**src/rtl/btb_predictor.sv**
```systemverilog
// Fully-associative branch target buffer with per-entry 2-bit bimodal
// counters. Lookups return one cycle after the request; execute-stage
// updates train or allocate entries, and flush invalidates the whole table.
module btb_predictor #(
  parameter int unsigned ENTRIES     = 8,
  parameter int unsigned OPAQUE_BITS = 10
) (
  input  logic                   clk,
  input  logic                   rst_n,
  input  logic                   req_valid,
  input  logic [31:0]            req_addr,
  output logic                   resp_valid,
  output logic                   resp_hit,
  output logic                   resp_taken,
  output logic [31:0]            resp_target,
  output logic [OPAQUE_BITS-1:0] resp_entry,
  output logic [1:0]             resp_ctr,
  input  logic                   upd_valid,
  input  logic [31:0]            upd_pc,
  input  logic [31:0]            upd_target,
  input  logic                   upd_taken,
  input  logic                   upd_is_br,
  input  logic                   flush
);

  localparam int unsigned IDX_W = $clog2(ENTRIES);

  logic [ENTRIES-1:0] valid;
  logic [29:0]        tag    [ENTRIES];
  logic [31:0]        target [ENTRIES];
  logic               is_br  [ENTRIES];
  logic [1:0]         ctr    [ENTRIES];
  logic [IDX_W-1:0]   rr_ptr;

  logic             lk_hit;
  logic [IDX_W-1:0] lk_idx;
  logic             up_hit;
  logic [IDX_W-1:0] up_idx;
  logic             free_found;
  logic [IDX_W-1:0] free_idx;
  logic [IDX_W-1:0] victim;
  logic [1:0]       ctr_old;
  logic [1:0]       ctr_nxt;
  logic             do_upd;
  logic             do_alloc;

  // Word-aligned PCs only; the low address bits carry no information here.
  logic unused_low_bits;
  assign unused_low_bits = ^{req_addr[1:0], upd_pc[1:0]};

  // Associative match for both the fetch lookup and the update port, plus
  // lowest-free-slot search for allocation.
  always_comb begin
    lk_hit     = 1'b0;
    lk_idx     = '0;
    up_hit     = 1'b0;
    up_idx     = '0;
    free_found = 1'b0;
    free_idx   = '0;
    for (int unsigned i = 0; i < ENTRIES; i++) begin
      if (valid[i] && tag[i] == req_addr[31:2]) begin
        lk_hit = 1'b1;
        lk_idx = IDX_W'(i);
      end
      if (valid[i] && tag[i] == upd_pc[31:2]) begin
        up_hit = 1'b1;
        up_idx = IDX_W'(i);
      end
      if (!valid[i] && !free_found) begin
        free_found = 1'b1;
        free_idx   = IDX_W'(i);
      end
    end
  end

  // Update decode: saturating counter step, victim choice; flush drops updates.
  always_comb begin
    do_upd   = upd_valid && !flush && up_hit;
    do_alloc = upd_valid && !flush && !up_hit && upd_taken;
    victim   = free_found ? free_idx : rr_ptr;
    ctr_old  = ctr[up_idx];
    ctr_nxt  = ctr_old;
    if (upd_taken) begin
      if (ctr_old != 2'b11) ctr_nxt = ctr_old + 2'd1;
    end else begin
      if (ctr_old != 2'b00) ctr_nxt = ctr_old - 2'd1;
    end
  end

  // Valid bits and replacement pointer; rr_ptr only moves when a valid entry is evicted.
  always_ff @(posedge clk or negedge rst_n) begin
    if (!rst_n) begin
      valid  <= '0;
      rr_ptr <= '0;
    end else if (flush) begin
      valid  <= '0;
      rr_ptr <= '0;
    end else if (do_alloc) begin
      valid[victim] <= 1'b1;
      if (!free_found) rr_ptr <= rr_ptr + 1'b1;
    end
  end

  // Entry payload storage; contents are meaningless until the valid bit is set.
  always_ff @(posedge clk) begin
    if (do_upd) begin
      if (upd_is_br) ctr[up_idx] <= ctr_nxt;
      if (upd_taken) begin
        target[up_idx] <= upd_target;
        is_br[up_idx]  <= upd_is_br;
      end
    end else if (do_alloc) begin
      tag[victim]    <= upd_pc[31:2];
      target[victim] <= upd_target;
      is_br[victim]  <= upd_is_br;
      ctr[victim]    <= 2'b10;
    end
  end

  // Registered lookup response, built from pre-update table state.
  always_ff @(posedge clk or negedge rst_n) begin
    if (!rst_n) begin
      resp_valid  <= 1'b0;
      resp_hit    <= 1'b0;
      resp_taken  <= 1'b0;
      resp_target <= '0;
      resp_entry  <= '0;
      resp_ctr    <= '0;
    end else begin
      resp_valid  <= req_valid;
      resp_hit    <= req_valid && lk_hit;
      resp_taken  <= req_valid && lk_hit && (!is_br[lk_idx] || ctr[lk_idx][1]);
      resp_target <= (req_valid && lk_hit) ? target[lk_idx] : '0;
      resp_entry  <= (req_valid && lk_hit) ? OPAQUE_BITS'(lk_idx) : '0;
      resp_ctr    <= (req_valid && lk_hit) ? ctr[lk_idx] : '0;
    end
  end

endmodule

```
**config.mk**
```make
export PLATFORM = sky130hd
export DESIGN_NAME = btb_predictor
export DESIGN_NICKNAME = d
export VERILOG_FILES = /design/src/rtl/btb_predictor.sv
export SDC_FILE = /design/constraint.sdc
export NUM_CORES = 1
export LEC_CHECK = 0
export CORE_MARGIN = 4
export CORE_UTILIZATION = 40
export DETAILED_ROUTE_END_ITERATION = 16
export DONT_BUFFER_PORTS = 1
export MAX_ROUTING_LAYER = met4
export SLEW_MARGIN = 5
export SYNTH_ARGS = -nofsm -noshare
export SYNTH_HDL_FRONTEND = slang
export SYNTH_SLANG_ARGS = --single-unit
```
**constraint.sdc**
```tcl
create_clock -name clk -period 5.4 [get_ports clk]
set_input_delay 0.27 -clock clk [delete_from_list [all_inputs] [get_ports clk]]
set_output_delay 0.27 -clock clk [all_outputs]
set_load 0.05 [all_outputs]
```
==> results of run 1 <==
[stage by stage]
stage	instances	setup WS [ps]	util	hold slack, ps
after floorplan	1588	154	-	-25.6
after global placement	2363	1110	0.419	-21.9
after detailed placement	2363	1080	0.419	-21.7
after CTS	2541	977	0.460	92.2
after global routing	2542	709	0.460	123
final	2543	887	0.460	111
[layout make-up]
type,count,area (sq um),area share
Antenna cell,2,5.00,0.000172
Clock buffer,81,1650,0.0568
Clock inverter,30,251,0.00865
Inverter,9,33.8,0.00116
Multi-Input combinational cell,915,8270,0.284
Sequential cell,571,16900,0.581
Tap cell,846,1060,0.0364
Timing Repair Buffer,89,916,0.0315
[placed cells by master, fill, tap and decap left out, types with 9 or more instances in the layout]
cell type                       synthesis  routed
sky130_fd_sc_hd__nor4_1                48      47
sky130_fd_sc_hd__inv_1                  9       9
sky130_fd_sc_hd__nand3_1               12      12
sky130_fd_sc_hd__dfrtp_1               51      51
sky130_fd_sc_hd__o21ai_0               10      10
sky130_fd_sc_hd__clkinv_2               0      16
sky130_fd_sc_hd__nor2_4                 0      12
sky130_fd_sc_hd__mux2i_1                9       9
sky130_fd_sc_hd__clkbuf_1              19      14
sky130_fd_sc_hd__nand4_1              102     102
sky130_fd_sc_hd__dlygate4sd3_1          0      66
sky130_fd_sc_hd__nand2_1               23      23
sky130_fd_sc_hd__nor2_1                45      33
sky130_fd_sc_hd__xor2_1               107     107
sky130_fd_sc_hd__edfxtp_1             520     520
sky130_fd_sc_hd__xnor2_1              374     374
sky130_fd_sc_hd__mux4_2                38      38
sky130_fd_sc_hd__mux4_1                28      28
sky130_fd_sc_hd__clkbuf_16              0      60
sky130_fd_sc_hd__a22o_1                33      33
sky130_fd_sc_hd__buf_4                  9      17
[path summary, 6_finish.rpt]
path / start / end / slack, ps / cells past startpoint
max: tag[1][3] / target[3][5] / 890 / 11
min reg2reg: rr_ptr[2] / rr_ptr[2] / 540 / 2
max reg2reg: tag[1][3] / target[3][5] / 890 / 11
min: upd_taken / ctr[3][0] / 110 / 2
max in group asynchronous: rst_n / resp_target[31] / 4870 / 2
min in group asynchronous: rst_n / resp_target[20] / 230 / 2
[synth_stat cells, types with 3 or more instances]
| master | instances | share of area |
|---|---|---|
| sky130_fd_sc_hd__mux4_1 | 28 | 0.029 |
| sky130_fd_sc_hd__buf_2 | 51 | 0.010 |
| sky130_fd_sc_hd__a211oi_1 | 3 | 0.00088 |
| sky130_fd_sc_hd__edfxtp_1 | 520 | 0.61 |
| sky130_fd_sc_hd__o21ai_0 | 10 | 0.0020 |
| sky130_fd_sc_hd__clkbuf_1 | 19 | 0.0028 |
| sky130_fd_sc_hd__a21oi_1 | 6 | 0.0012 |
| sky130_fd_sc_hd__xor2_1 | 107 | 0.037 |
| sky130_fd_sc_hd__dfrtp_1 | 51 | 0.050 |
| sky130_fd_sc_hd__nand2_1 | 23 | 0.0034 |
| sky130_fd_sc_hd__inv_1 | 9 | 0.0013 |
| sky130_fd_sc_hd__a22o_1 | 33 | 0.011 |
| sky130_fd_sc_hd__nand4_1 | 102 | 0.025 |
| sky130_fd_sc_hd__a21boi_0 | 3 | 0.00088 |
| sky130_fd_sc_hd__nand3_1 | 12 | 0.0023 |
| sky130_fd_sc_hd__nor4_1 | 48 | 0.012 |
| sky130_fd_sc_hd__buf_12 | 4 | 0.0031 |
| sky130_fd_sc_hd__mux2i_1 | 9 | 0.0035 |
| sky130_fd_sc_hd__buf_4 | 9 | 0.0026 |
| sky130_fd_sc_hd__nor3_1 | 8 | 0.0016 |
| sky130_fd_sc_hd__buf_6 | 10 | 0.0044 |
| sky130_fd_sc_hd__o211ai_1 | 4 | 0.0012 |
| sky130_fd_sc_hd__xnor2_1 | 374 | 0.13 |
| sky130_fd_sc_hd__nor2_1 | 45 | 0.0066 |
| sky130_fd_sc_hd__mux4_2 | 38 | 0.033 |
| sky130_fd_sc_hd__nand2b_1 | 3 | 0.00073 |
| sky130_fd_sc_hd__a31oi_1 | 6 | 0.0015 |
| sky130_fd_sc_hd__and2_1 | 6 | 0.0015 |
| sky130_fd_sc_hd__or4_1 | 3 | 0.00088 |
[routing by layer]
layer / vias up / wire length (um)
met1: 7743 / 31500
met5: - / 0
met3: 228 / 8300
met4: 0 / 4110
met2: 863 / 38000
li1: 6104 / -
[flip-flops by register name (all words and copies together), names as in the netlist]
signal / flops
resp_hit: 1
resp_taken: 1
valid: 8
resp_ctr: 2
resp_valid: 1
resp_entry: 3
target: 256
ctr: 16
resp_target: 32
tag: 240
is_br: 8
rr_ptr: 3
[cells by family (layout without fill, tap and decap cells)]
| kind of cell | after synthesis | count (layout) | share of synthesized area |
|---|---|---|---|
| buf+inv | 102 | 209 | 0.0242 |
| xor+xnor | 482 | 482 | 0.165 |
| mux | 79 | 79 | 0.0674 |
| other cells | 1 | 9 | 0.000146 |
| fa+ha+maj | 1 | 1 | 0.000489 |
| flops | 571 | 571 | 0.660 |
| simple gates | 260 | 260 | 0.0567 |
| compound gates | 86 | 86 | 0.0260 |
[what timing repair did]
item                                    4_1_cts  5_1_grt
hold buffers                                 67        0
hold endpoints to repair                    571        0
endpoints found under the setup margin        0        0
[worst register-to-register path: cells and delay by family (launching register included)]
kind,cells,cell delay [ps]
XOR/XNOR,1,180
buffers and inverters,1,280
AND/OR/NAND/NOR,5,2270
AO/OA/AOI/OAI,4,980
flip-flops,1,420
[where the power goes]
| part | switching [mW] | internal [mW] |
|---|---|---|
| logic | 0.222 | 0.175 |
| clock network | 1.75 | 2.20 |
| registers | 0.0117 | 4.85 |
==> results_dict.tcl, run 1 <==
set metrics [dict create \
    design.final.nets 1750 \
    synth.yosys.warnings 0 \
    post_synth_num_cell_types 58 \
    number_of_hold_slack_violations_in_the_final_timing_report 0 \
    total_power_mw 9.20 \
    worstSkewPairLatency_ps 660 \
    core_region_area_sq_mm 0.0632 \
    grt_start_max_net_pins 53 \
    netlist_area_sq_mm 0.0256 \
    cts_post_setup_buffers_inserted 0 \
    outcome "finished, final reports clean" \
    critical_path_required_ps 5680 \
    fin_crit_sh 0.836 \
    crit_chain "xor2_1, nor4_1, nand4_1, a211oi_1, o21ai_1, and2_1, o21ai_0, a21oi_1, nand3b_1, nor2_4, buf_12" \
    fin_setup_tns_ps 0 \
    cts_resized 0 \
    grt_first_pass_wirelength_um 114000 \
    crit_path_top_delay_cell "sky130_fd_sc_hd__nor2_4" \
    vdd.ir_drop.worst_uv 340 \
    met1_usage 0.314 \
    grt_pass1_vias 15044 \
    crit_family "simple AND/OR/NAND/NOR gates" \
    worst-endpoint-arrival_ps 4790 \
    final_cell_area_sq_mm 0.0291 \
    io_pins 150 \
    place.detailed.hpwl_um 43200 \
    global_route.peak_usage_layer "met2" \
    clock-sinks 571 \
    grt.met3_usage 0.0607 \
    area_growth_pct 13.6 \
    max_freq_ghz 0.222 \
    worst_setup_hold_path_clk_slew_ps 60 \
    wire_length_per_cell_um 32.2 \
    final-setup-viol-count 0 \
    rows 92 \
    start_util 0.405 \
    fillers 5429 \
    drt_first_iter_violations 1672 \
    postSynth.asyncResetShare 0.0893 \
    critPathMaxFanout 19 \
    root_buffer "sky130_fd_sc_hd__clkbuf_16" \
    synth_edf_count 520 \
    drt_first_pass_iters 5 \
    setup_repair_after_global_routing_missed_its_margin "false" \
    syn_inst 1582 \
    met2_usage 0.376 \
    number_of_antenna_violations_at_the_first_check_in_global_routing 4 \
    worst_slew_pin_slew_ps 1140 \
    die_area_sq_mm 0.0681 \
    post_synth.cell_area_avg_sq_um 16.2 \
    tritoncts "built" \
    cts_buffers 60 \
    grt.overflow.total 0 \
    placed_cell_area_sq_mm 0.0265 \
    drt.antenna.violating_nets 0 \
    period_needed_ps 4510 \
    synth-main-ff-cell "sky130_fd_sc_hd__edfxtp_1" \
    slew_viol_final 0 \
    port_buffers 0 \
    groute.usage.overall 0.245 \
    clock_tree.buffer_depth 3 \
    vias 14938 \
    crit_path_start_kind "flop" \
    power-per-cell-area_mw_per_mm2 317 \
    drt-total-wl_um 81900 \
    power_leakage_nw 9.30 \
    hold_path.class "in2reg" \
    htreeDepth 2 \
    viasPerCell 5.87 \
    finalWeightedCongestion 0.848 \
    worstPathBufferInverterCount 1 \
    yosys_register_bits 571 \
    finClkSkew_ps 83.7 \
    timing_worst_setup_path_type "reg2reg" \
    drcViolationCount 0 \
    worst_path_largest_cell_delay_ps 680 \
    cp-end-kind "flop" \
    max_cap_violations 0 \
    max-slew-margin-rel 0.237 \
    die-height_um 261 \
    ys_seq_area_frac 0.660 \
    die_width_um 261 \
    drive_gt1_frac 0.106 \
]
Power figures use the tool's default switching activity.
==> run 2, diff against run 1 <==
==> constraint.sdc (replaced) <==
create_clock -name clk -period 4.7 [get_ports clk]
set_input_delay 0.235 -clock clk [delete_from_list [all_inputs] [get_ports clk]]
set_output_delay 0.235 -clock clk [all_outputs]
set_load 0.05 [all_outputs]
==> run 2 against run 1 <==
Net effect:
- final cell count rose by 0.20%
- register-to-register slack got worse by 280 ps
- maximum frequency rose by 10%
- power rose by 20%
- routed wire length did not move
- clock skew fell by 54 ps
- clock-buffer cell count fell by 9
- core utilization rose by 0.50 points
- critical path type unchanged
- highest routed layer unchanged
==> results_dict.tcl, run 2 (synthesized netlist as in run 1, its figures left out) <==
set metrics [dict create \
    drt-total-wl_um 81900 \
    outcome "finished, final reports clean" \
    worst_slew_pin_slew_ps 967 \
    number_of_hold_slack_violations_in_the_final_timing_report 0 \
    dpl_worst_slack_ps 692 \
    grt_start_max_net_pins 73 \
    max_freq_ghz 0.244 \
    grt.overflow.total 0 \
    worst-endpoint-arrival_ps 4440 \
    fin_setup_tns_ps 0 \
    die_width_um 261 \
    global_route.peak_usage_layer "met2" \
    final-setup-viol-count 0 \
    port_buffers 0 \
    rows 92 \
    ff2ff_setup_slack_ps 600 \
    period_needed_ps 4100 \
    cts_post_setup_buffers_inserted 0 \
    power_frac_seq 0.505 \
    commonest_non_fill_non_tap_cell_in_the_layout "sky130_fd_sc_hd__edfxtp_1" \
    cpMostUsedCell "sky130_fd_sc_hd__a211oi_1" \
    finalWeightedCongestion 0.869 \
    drive_gt1_frac 0.112 \
    die_area_sq_mm 0.0681 \
    total_switching_power_mw 2.32 \
    final_cell_mix "sky130_fd_sc_hd__edfxtp_1, sky130_fd_sc_hd__xnor2_1, sky130_fd_sc_hd__xor2_1" \
    drt_first_iter_violations 1799 \
    crit_family "compound AO/OA/AOI/OAI gates" \
    crit_chain "xnor2_1, nand4_1, nor4_1, a211oi_1, o21ai_1, nand2_1, mux2i_1, a211oi_1, nor3_1, o22ai_1" \
    die-height_um 261 \
    critical_path_required_ps 5040 \
    biggestRegsByFlops "target (256), tag (240), resp_target (32)" \
    worst_path_largest_cell_delay_ps 800 \
    root_buffer "sky130_fd_sc_hd__clkbuf_16" \
    post-route-worst-setup-slack_ps 603 \
    worst_setup_hold_path_clk_slew_ps 60 \
    io_pins 150 \
    met2_usage 0.375 \
    critPathMaxFanout 8 \
    comb_power_share 0.041 \
    worstSkewPairLatency_ps 660 \
    viasPerCell 5.85 \
    grt.met3_usage 0.0598 \
    timing_worst_setup_path_type "reg2reg" \
    start_util 0.405 \
    setup_repair_after_global_routing_missed_its_margin "false" \
    crit_path_top_delay_cell "sky130_fd_sc_hd__nor4_1" \
    cts_buffers 60 \
    number_of_antenna_violations_at_the_first_check_in_global_routing 9 \
    tritoncts "built" \
    largest-register "target" \
    finClkSkew_ps 30.1 \
    met1_usage 0.317 \
    max_cap_violations 0 \
    grt_pass1_vias 14790 \
    power_leakage_nw 9.43 \
    power.switching_fraction 0.210 \
    crit_path_start_kind "flop" \
    wire_length_per_cell_um 32.1 \
    design.final.nets 1753 \
    hold_path.class "in2reg" \
    drt.antenna.violating_nets 0 \
    htreeDepth 2 \
    fin_crit_sh 0.872 \
    clock_tree.buffer_depth 3 \
    vias 14895 \
    worstPathBufferInverterCount 0 \
    clock-sinks 571 \
    drt_first_pass_iters 5 \
    internal_power_mw 8.72 \
    groute.usage.overall 0.244 \
    power_frac_clock 0.453 \
    core_region_area_sq_mm 0.0632 \
    place.detailed.hpwl_um 42900 \
    max-slew-margin-rel 0.354 \
    largest_register_ff_count 256 \
    drcViolationCount 0 \
    slew_viol_final 0 \
    fillers 5377 \
    area_growth_pct 14.8 \
    grt_first_pass_wirelength_um 113000 \
    vdd.ir_drop.worst_uv 314 \
    power-per-cell-area_mw_per_mm2 376 \
    cp-end-kind "flop" \
]
run 2: changes by cell type in the layout (fill, tap and decap cells not counted), sizes merged:
cell      delta
clkbuf       -9
buf          +3
clkinv       -2
bufinv       +8
diode        +4
clkinvlp     +1
run 2: routing by layer:
layer	vias up	share of wire
met5	-	0
met4	0	0.045
met3	232	0.10
met2	802	0.46
met1	7747	0.39
li1	6114	-
run 2: worst paths after layout:
check / from / end / cells after the start
max in group asynchronous: rst_n / resp_target[29] / 2
min in group asynchronous: rst_n / rr_ptr[2] / 2
worst min-delay path: upd_taken / valid[4] / 4
worst max-delay path: tag[2][12] / ctr[1][0] / 10
worst max register to register: tag[2][12] / ctr[1][0] / 10
worst min register to register: rr_ptr[2] / rr_ptr[2] / 2
run 2: power groups by stage:
stage	combinational, mW	clock [mW]	sequential (mW)
after global placement	0.287	0	5.69
after CTS	0.454	5.07	5.58
after detailed placement	0.286	0	5.69
after floorplan	0.332	0	5.69
after global routing	0.483	5.29	5.58
final	0.458	5.01	5.58
run 2: per-stage QoR:
step	power (mW)	util	instance area, sq um	std cells	hold WS [ps]
floorplan	6.02	-	25600	1588	-60.6
global placement	5.97	0.421	26600	2366	-56.6
detailed placement	5.97	0.421	26600	2366	-56.1
CTS	11.1	0.465	29400	2542	11.0
global route	11.4	0.465	29400	2547	54.5
finish	11.0	0.465	29400	2548	36.4
run 2: tightest hold or removal path, stage by stage:
cell	delay [ps]
sky130_fd_sc_hd__nand3_1	70
sky130_fd_sc_hd__nor2_1	100
sky130_fd_sc_hd__a31oi_1	180
sky130_fd_sc_hd__nor2_1	50
run 2: cell type report:
type                    instances  area [sq um]  area share
clock inverters                37           494      0.0168
diodes                          6          15.0    0.000511
repair buffers                 92          1000      0.0341
clock buffers                  72          1620      0.0550
inverters                       9          33.8     0.00115
multi-input cells             915          8280       0.282
well taps                     846          1060      0.0360
flip-flops and latches        571         16900       0.575
run 2: repair_timing:
item                                   4_1_cts  5_1_grt
gates resized for setup                      0        0
endpoints found under the hold margin      570        0
hold buffers                                67        0
